`src/rtl/rom_arb_pkg.sv`:
```
// Shared types for the two-port ROM read arbiter.
//   owner_e    : which requester a ROM read belongs to
//   inflight_t : {valid, owner} tag for the read issued last cycle
//   other_port : returns the port that is not the argument
package rom_arb_pkg;

  typedef enum logic {
    PORT0 = 1'b0,
    PORT1 = 1'b1
  } owner_e;

  typedef struct packed {
    logic   valid;
    owner_e owner;
  } inflight_t;

  localparam inflight_t INFLIGHT_IDLE = '{valid: 1'b0, owner: PORT0};

  function automatic owner_e other_port(input owner_e o);
    return (o == PORT0) ? PORT1 : PORT0;
  endfunction

endpackage

```
`src/rtl/rom_rsp_buf.sv`:
```
// One-entry response buffer with a same-cycle bypass.
// In the cycle a ROM word arrives (capture), the word is presented directly,
// so rsp_valid rises one cycle after the grant. If the requester does not
// take it in that cycle, the word is stored and held until rsp_ready.
// Ports:
//   clk, reset_n : clock, async active-low reset
//   capture      : ROM data for this port is on cap_data this cycle
//   cap_data     : ROM read data
//   rsp_ready    : requester consumes the response
//   rsp_valid    : response available
//   rsp_data     : response word
//   full         : a word is stored (port must not be granted again)
module rom_rsp_buf #(
  parameter int DATA_WIDTH = 32
) (
  input  logic                  clk,
  input  logic                  reset_n,
  input  logic                  capture,
  input  logic [DATA_WIDTH-1:0] cap_data,
  input  logic                  rsp_ready,
  output logic                  rsp_valid,
  output logic [DATA_WIDTH-1:0] rsp_data,
  output logic                  full
);

  logic                  full_q;
  logic [DATA_WIDTH-1:0] data_q;

  // capture and full_q are never both high: the arbiter does not grant a
  // port whose buffer is occupied.
  assign rsp_valid = full_q | capture;
  assign rsp_data  = (capture && !full_q) ? cap_data : data_q;
  assign full      = full_q;

  always_ff @(posedge clk or negedge reset_n) begin
    if (!reset_n) begin
      full_q <= 1'b0;
      data_q <= '0;
    end else if (capture && !full_q && !rsp_ready) begin
      full_q <= 1'b1;
      data_q <= cap_data;
    end else if (full_q && rsp_ready) begin
      full_q <= 1'b0;
    end
  end

endmodule

```
`src/rtl/rom_arbiter2.sv`:
```
// Two-requester round-robin arbiter in front of a synchronous single-port ROM.
// One read per cycle at most; response returns one cycle after the grant
// through a per-port one-entry buffer.
// Ports:
//   clk, reset_n              : clock, async active-low reset
//   reqN_valid/addr/ready     : request handshake for port N
//   rspN_valid/data/ready     : response handshake for port N
//   rom_ce, rom_addr          : ROM read strobe and address
//   rom_dout                  : ROM data, valid the cycle after rom_ce
module rom_arbiter2
  import rom_arb_pkg::*;
#(
  parameter int ADDR_WIDTH = 8,
  parameter int DATA_WIDTH = 32
) (
  input  logic                  clk,
  input  logic                  reset_n,
  input  logic                  req0_valid,
  input  logic [ADDR_WIDTH-1:0] req0_addr,
  output logic                  req0_ready,
  input  logic                  req1_valid,
  input  logic [ADDR_WIDTH-1:0] req1_addr,
  output logic                  req1_ready,
  output logic                  rsp0_valid,
  output logic [DATA_WIDTH-1:0] rsp0_data,
  input  logic                  rsp0_ready,
  output logic                  rsp1_valid,
  output logic [DATA_WIDTH-1:0] rsp1_data,
  input  logic                  rsp1_ready,
  output logic                  rom_ce,
  output logic [ADDR_WIDTH-1:0] rom_addr,
  input  logic [DATA_WIDTH-1:0] rom_dout
);

  inflight_t             inflight_q;
  owner_e                ptr_q;
  logic [ADDR_WIDTH-1:0] addr_q;

  logic   full0, full1;
  logic   capture0, capture1;
  logic   elig0, elig1;
  logic   grant_vld;
  owner_e grant_owner;

  assign capture0 = inflight_q.valid && (inflight_q.owner == PORT0);
  assign capture1 = inflight_q.valid && (inflight_q.owner == PORT1);

  // reset_n gates eligibility so that no ready/ce escapes while in reset.
  assign elig0 = reset_n && req0_valid && !full0 && !capture0;
  assign elig1 = reset_n && req1_valid && !full1 && !capture1;

  always_comb begin
    grant_vld   = 1'b0;
    grant_owner = ptr_q;
    if (elig0 && elig1) begin
      grant_vld   = 1'b1;
      grant_owner = ptr_q;
    end else if (elig0) begin
      grant_vld   = 1'b1;
      grant_owner = PORT0;
    end else if (elig1) begin
      grant_vld   = 1'b1;
      grant_owner = PORT1;
    end
  end

  assign req0_ready = grant_vld && (grant_owner == PORT0);
  assign req1_ready = grant_vld && (grant_owner == PORT1);
  assign rom_ce     = grant_vld;

  // Address holds its last issued value while idle to avoid toggling.
  always_comb begin
    rom_addr = addr_q;
    if (grant_vld) begin
      rom_addr = (grant_owner == PORT0) ? req0_addr : req1_addr;
    end
  end

  always_ff @(posedge clk or negedge reset_n) begin
    if (!reset_n) begin
      inflight_q <= INFLIGHT_IDLE;
      ptr_q      <= PORT0;
      addr_q     <= '0;
    end else begin
      inflight_q <= '{valid: grant_vld, owner: grant_owner};
      addr_q     <= rom_addr;
      if (grant_vld) begin
        ptr_q <= other_port(grant_owner);
      end
    end
  end

  rom_rsp_buf #(
    .DATA_WIDTH(DATA_WIDTH)
  ) u_buf0 (
    .clk       (clk),
    .reset_n   (reset_n),
    .capture   (capture0),
    .cap_data  (rom_dout),
    .rsp_ready (rsp0_ready),
    .rsp_valid (rsp0_valid),
    .rsp_data  (rsp0_data),
    .full      (full0)
  );

  rom_rsp_buf #(
    .DATA_WIDTH(DATA_WIDTH)
  ) u_buf1 (
    .clk       (clk),
    .reset_n   (reset_n),
    .capture   (capture1),
    .cap_data  (rom_dout),
    .rsp_ready (rsp1_ready),
    .rsp_valid (rsp1_valid),
    .rsp_data  (rsp1_data),
    .full      (full1)
  );

endmodule
```
`config.mk`:
```
export PLATFORM = sky130hd
export DESIGN_NAME = rom_arbiter2
export DESIGN_NICKNAME = d
export VERILOG_FILES = /design/src/rtl/rom_arb_pkg.sv /design/src/rtl/rom_rsp_buf.sv /design/src/rtl/rom_arbiter2.sv
export SDC_FILE = /design/constraint.sdc
export NUM_CORES = 1
export LEC_CHECK = 0
export BUFFER_PORTS_ARGS = -buffer_cell sky130_fd_sc_hd__buf_2
export CORE_ASPECT_RATIO = 1.5
export CORE_UTILIZATION = 45
export CTS_BUF_LIST = sky130_fd_sc_hd__clkbuf_8
export DETAILED_ROUTE_END_ITERATION = 7
export GPL_ROUTABILITY_DRIVEN = 1
export PLACE_DENSITY = 0.86
export SETUP_SLACK_MARGIN = 0.5
export SLEW_MARGIN = 30
export SYNTH_ARGS = -nofsm -noshare
export SYNTH_HDL_FRONTEND = slang
export SYNTH_SLANG_ARGS = --single-unit
export TNS_END_PERCENT = 30
```
`constraint.sdc`:
```
create_clock -name clk -period 1.6 [get_ports clk]
set_input_delay 0.16 -clock clk [delete_from_list [all_inputs] [get_ports clk]]
set_output_delay 0.16 -clock clk [all_outputs]
set_load 0.02 [all_outputs]
```
==> results of run 1 <==
==> cell type report <==
type,instances,share of cell area [%]
Tap cell,105,2.42
Clock buffer,11,2.79
Timing Repair Buffer,163,21.6
Sequential cell,77,35.6
Clock inverter,5,0.462
Multi-Input combinational cell,173,37.0
Inverter,3,0.208
==> kinds of logic after synthesis <==
family | count (synthesis) | synth area share (%)
AOI/OAI and AO/OA | 11 | 2.68
adders and majority gates | 1 | 0.268
buffers and inverters | 16 | 2.21
DFF | 77 | 51.6
muxes | 128 | 38.6
and+or+nand+nor | 33 | 4.69
==> report_power, final <==
| group | total (mW) | internal (mW) | leakage, nW | switching (mW) |
|---|---|---|---|---|
| registers | 3.40 | 2.90 | 0.914 | 0.505 |
| clock network | 1.32 | 0.634 | 0.0986 | 0.685 |
| logic | 6.39 | 3.33 | 1.53 | 3.06 |
| total | 11.1 | 6.85 | 2.55 | 4.26 |
==> flip-flops by register name (all words and copies together) (netlist names) <==
signal,cells
addr_q,8
inflight_q,2
ptr_q,1
u_buf0.data_q,32
u_buf0.full,1
u_buf1.data_q,32
u_buf1.full,1
==> critical path, stage by stage, from the launching register on <==
cell and delay (ns):
dfrtp_1 0.43, buf_4 0.16, a21oi_4 0.14, inv_2 0.08
nor3_4 0.21, buf_12 0.17, o32ai_2 0.08, nor2_2 0.15
buf_6 0.14
==> per-stage QoR <==
step,instance area (um2),worst slack [ns]
2_1_floorplan,3850,-0.0478
3_3_place_gp,4850,-0.147
3_5_place_dp,4850,-0.238
4_1_cts,5360,-0.477
5_1_grt,5420,-0.586
6_report,5420,-0.482
==> repair_timing <==
item                       CTS  global route
hold buffers                 3             0
gates cloned                 1             1
setup endpoints to repair  153           153
pin swaps                    2             2
hold endpoints to repair    24             0
setup buffers                2             2
gates resized for setup     73             5
==> path summary, 6_finish.rpt <==
| check | startpoint | to | slack [ns] | cells past startpoint |
|---|---|---|---|---|
| worst max-delay path | inflight_q[0] | rom_addr[1] | -0.48 | 8 |
| min in group asynchronous | reset_n | inflight_q[0] | 0.07 | 3 |
| worst max register to register | u_buf1.full | u_buf1.data_q[18] | -0.25 | 7 |
| worst min-delay path | rom_dout[6] | u_buf1.data_q[6] | 0.06 | 2 |
| max in group asynchronous | reset_n | u_buf0.data_q[7] | 1.02 | 3 |
| worst min register to register | u_buf0.data_q[5] | u_buf0.data_q[5] | 0.50 | 1 |
==> metal layers <==
layer	GRT usage, %	vias up
met5	0	-
met4	11.4	0
li1	-	1294
met2	37.2	95
met3	4.00	20
met1	24.5	1427
==> cell usage after synthesis <==
cell	count	area, um2
a21oi_1	1	5.00
a21oi_2	1	8.76
buf_2	12	60.1
buf_6	1	11.3
dfrtp_1	77	1930
inv_1	3	11.3
maj3_1	1	10.0
mux2_1	6	67.6
mux2_2	122	1370
nand2_1	2	7.51
nand2b_1	2	12.5
nand3_1	1	5.00
nand3b_1	1	7.51
nor2_1	12	45.0
nor2_2	1	6.26
nor2b_1	2	12.5
nor3_1	8	40.0
nor3_2	2	20.0
nor4_2	1	12.5
o32ai_1	8	70.1
o32ai_2	1	16.3
or3_1	1	6.26
==> results.tsv, run 1 <==
stage	metric	value	unit
outcome	status	complete, but fails checks	
outcome	violated checks	negative setup slack	
routing	Routed met1 length	3580	um
yosys	Syn Area/Cell	14.0	um2
sta	Slew HR	53.6	%
floorplanning	die area	8680	um2
yosys	cells after synthesis	266	
routing	via count	2836	
yosys	sequential area share after synthesis	51.6	%
critical_path	Worst EP arrival	1.92	ns
clock_tree	CTS buffer count	9	
final_layout	Synth-to-Final Area Change	45.0	%
sta	RSZ-0062 raised after global routing	yes	
routing	detailed-router iteration count before antenna repair	4	
grt	first-pass GRT wire length	14400	um
grt	pin count of the biggest net entering global routing	56	
clock_tree	CTS root buffer	clkbuf_8	
routing	WL/cell	16.8	um
critical_path	Worst setup EP type	output port	
sta	worst setup margin	-0.482	ns
pwr	LEAKAGE	2.55	nW
critical_path	CP Launch Type	flip-flop	
place	Port Buf Inserts	130	
floorplanning	Initial Utilization	46.7	%
sta	Setup Viol. Count Final	140	
floorplanning	Die H	114	um
floorplanning	Core ar.	8010	um2
routing	uppermost layer routed	met4	
routing	vias per inst	5.28	
pwr	worst vdd ir	1.18	mV
grt	grt ovf	0	
final_layout	layout cells sized above 1	75.7	%
pwr	pwr dens	2050	nW/um2
sta	setup TNS	-38.24	ns
yosys	Netlist Area Pre-Place	3740	um2
sta	Fin. Hold Viols	0	
final_layout	most frequent cells in the layout	buf_2 (111), mux2_2 (87), dfrtp_1 (77)	
place	RD Place Congestion	0.810	
critical_path	Worst Path Max Fanout	10	
final_layout	Ant. Diodes	0	
sta	Setup Skew	0.00488	ns
grt	Total Routing Usage GR	21.2	%
clock_tree	clock latency on the worst-skew pair	0.35	ns
clock_tree	CTS max path bufs	2	
yosys	syn nets	320	
final_layout	Final #Nets	481	
final_layout	final core area utilization	67.7	%
routing	ANT nets after route	0	
min_path	Hold Crit Class	input pin to flip-flop	
flow_run	max cap viols	0	
place	detailed placement HPWL	5890	um
floorplanning	row cnt	40	
critical_path	data required time of the worst path	1.44	ns
routing	Routed WL	9010	um
routing	DRC Markers	0	
floorplanning	IO Count	131	
sta	final worst path period share	130	%
routing	DR iter-0 viols	120	
grt	initial antenna violation count	0	
sta	Slew Viols, Final	0	
place	Post-Place Cells	512	
sta	final critical-path required period	2.08	ns
final_layout	FF/Latch Area	1930	um2
sta	WHS	0.0644	ns
clock_tree	CTS H-tree depth	3	
routing	WL met3	377	um
critical_path	WS Path Type	flip-flop to output port	
floorplanning	Die Width	76.4	um
final_layout	multi-input combinational cell area	2000	um2
routing	DR WL met2	4840	um
final_layout	filler instances	566	
yosys	Synth cell types	22	
sta	slew of the pin with the lowest slew margin	0.696	ns
clock_tree	Clock transition at path regs	0.08	ns
yosys	Syn. warnings	0	
final_layout	Non-Filler Instances	537	
final_layout	commonest non-fill, non-tap cell in the layout	buf_2	
clock_tree	CTS tree	built	
clock_tree	CTS sink cnt	77	
yosys	FF+latch count, synth	77	
sta	Fmax achieved	0.480	GHz
pwr	Pwr Total	11.1	mW
grt	via count of the first global-routing pass	2994	
(Power assumes the default switching activity.)
==> inputs of run 2 (changes only) <==
CORE_UTILIZATION = 30   (was 45)
PLACE_DENSITY = 0.65   (was 0.86)
==> results.tsv, run 2 (synthesized netlist as in run 1, its figures left out) <==
stage	metric	value	unit	change
place	RD Place Congestion	0.739		-8.8%
floorplanning	Die H	139	um	+22%
routing	detailed-router iteration count before antenna repair	4		unchanged
critical_path	critical path's top delay family	simple AND/OR/NAND/NOR gates		
floorplanning	row cnt	49		+23%
flow_run	max cap viols	0		unchanged
final_layout	commonest non-fill, non-tap cell in the layout	mux2_4		
critical_path	CP max stage delay	0.39	ns	-0.04 ns
min_path	Hold Crit Class	input pin to flip-flop		
final_layout	Ant. Diodes	0		unchanged
grt	met2 Track Usage GR	29.9	%	-7.3 points
critical_path	CP most frequent cell	buf_6		
sta	Slew HR	43.5	%	-10 points
final_layout	Final #Nets	502		+4.4%
final_layout	Synth-to-Final Area Change	77.0	%	
place	detailed placement HPWL	6220	um	+5.5%
sta	setup TNS	-36.27	ns	+1.97 ns
sta	Setup Skew	0.00943	ns	+0.00456 ns
pwr	pwr dens	2180	nW/um2	+6.4%
grt	initial antenna violation count	0		unchanged
critical_path	crit-path cells	buf_4 -> nor2b_4 -> or3_4 -> buf_6 -> o32ai_2 -> nor2_2 -> buf_6		
grt	Total Routing Usage GR	16.6	%	-4.6 points
final_layout	final core area utilization	54.7	%	-13 points
routing	WL/cell	18.1	um	+7.8%
critical_path	data required time of the worst path	1.44	ns	about the same
clock_tree	CTS buffer count	9		unchanged
pwr	worst vdd ir	1.13	mV	-4.0%
critical_path	CP Buf/Inv Count	3		-1
grt	pin count of the biggest net entering global routing	64		+14%
routing	Routed WL	10900	um	+21%
routing	vias per inst	4.84		-8.4%
critical_path	WS Path Type	flip-flop to output port		
critical_path	Worst EP arrival	1.93	ns	about the same
min_path	HP Start	rom_dout[7]		
sta	worst setup margin	-0.491	ns	-0.00979 ns
final_layout	largest registers	u_buf0.data_q: 32 flops, u_buf1.data_q: 32 flops, addr_q: 8 flops		
clock_tree	CTS max path bufs	2		unchanged
floorplanning	die area	12900	um2	+49%
clock_tree	CTS root buffer	clkbuf_8		
floorplanning	Die Width	93.1	um	+22%
floorplanning	Core ar.	12100	um2	+51%
routing	DRC Markers	0		unchanged
final_layout	most frequent cells in the layout	mux2_4 (115), buf_6 (86), dfrtp_1 (76)		
sta	final critical-path required period	2.09	ns	+0.00979 ns
grt	met3 Usage GRT	3.78	%	-0.22 points
outcome	violated checks	negative setup slack		
clock_tree	Clock transition at path regs	0.09	ns	about the same
grt	via count of the first global-routing pass	3248		+8.5%
sta	RSZ-0062 raised after global routing	yes		
critical_path	CP Launch Type	flip-flop		
place	Setup WS pre-CTS	-0.149	ns	+0.0893 ns
clock_tree	CTS H-tree depth	3		unchanged
routing	via count	2927		+3.2%
pwr	Pwr Total	14.4	mW	+30%
sta	slew of the pin with the lowest slew margin	0.847	ns	+0.151 ns
critical_path	Worst Path Max Fanout	5		-5
outcome	status	complete, but fails checks		
critical_path	worst r2r src	u_buf1.full		
sta	Fmax achieved	0.478	GHz	-0.47%
grt	first-pass GRT wire length	16500	um	+15%
final_layout	layout cells sized above 1	78.8	%	+3.1 points
critical_path	crit path from	inflight_q[0]		
grt	met1 usage	18.4	%	-6.1 points
floorplanning	Initial Utilization	30.9	%	-16 points
grt	Top Usage Layer GRT	met2		
clock_tree	CTS sink cnt	77		unchanged
sta	Setup Viol. Count Final	115		-18%
clock_tree	clock latency on the worst-skew pair	0.36	ns	about the same
place	Port Buf Inserts	130		unchanged
sta	WHS	0.0774	ns	+0.0130 ns
grt	grt ovf	0		unchanged
critical_path	Worst setup EP type	output port		
routing	DR iter-0 viols	72		-40%
sta	final worst path period share	131	%	+0.61 points
final_layout	filler instances	963		+70%
pwr	LEAKAGE	3.15	nW	+24%
clock_tree	CTS tree	built		
routing	ANT nets after route	0		unchanged
critical_path	slowest CP cell	dfrtp_2		
sta	Slew Viols, Final	0		unchanged
sta	Fin. Hold Viols	0		unchanged
floorplanning	IO Count	131		unchanged
[run 2: cell count changes in the layout (fill, tap and decap cells not counted), moves of 6 or more]
cell and change:
o32ai_2 -7, buf_2 -56, nor3_1 -6, mux2_2 -75
nor3_2 +6, buf_6 +65, mux2_4 +78, o32ai_4 +7
buf_4 +7
[run 2: area by class of cell]
type	count	area, um2	share of cell area [%]
clock buffers	10	138	2.08
clock inverters	5	124	1.87
inverters	3	11.3	0.170
multi-input cells	173	2410	36.5
flip-flops and latches	77	1930	29.2
well taps	153	191	2.89
repair buffers	184	1810	27.4
[run 2: repair_timing]
| action | CTS | global route |
|---|---|---|
| resized for setup | 182 | 115 |
| endpoints found under the hold margin | 16 | 0 |
| pin swaps | 15 | 11 |
| gates cloned | 3 | 2 |
| hold buffers | 3 | 0 |
| endpoints found under the setup margin | 153 | 153 |
| buffers inserted | 13 | 4 |
[run 2: worst reg2reg max path, cell delays in order (launching register included)]
cell	delay, ns
dfrtp_1	0.41
nand3b_1	0.18
buf_6	0.17
clkbuf_16	0.18
buf_6	0.12
nor2_4	0.17
buf_12	0.20
mux2_2	0.36
[run 2: path summary, 6_finish.rpt]
path | slack (ns) | to | depth (start not counted)
max reg2reg | -0.29 | u_buf1.data_q[26] | 7
min | 0.08 | u_buf1.data_q[7] | 2
min in group asynchronous | 0.14 | ptr_q | 3
min reg2reg | 0.49 | u_buf0.data_q[6] | 1
max in group asynchronous | 0.88 | u_buf0.data_q[25] | 3
max | -0.49 | rom_addr[2] | 7
[run 2: per-stage QoR]
stage | std cells | instance area (um2)
floorplan | 266 | 3850
global placement | 565 | 4930
detailed placement | 565 | 4930
CTS | 599 | 6130
global route | 605 | 6610
finish | 605 | 6610
[run 2: routing by layer]
layer,wire [um],up-vias
met5,0,-
met4,218,0
met3,440,18
met2,5810,93
met1,4480,1478
li1,-,1338
[run 2: where the power goes]
part           total (mW)  internal [mW]  switching (mW)
Clock                1.94           1.22           0.712
Combinational        9.01           5.41            3.61
Sequential           3.48           2.90           0.577
Total                14.4           9.53            4.90
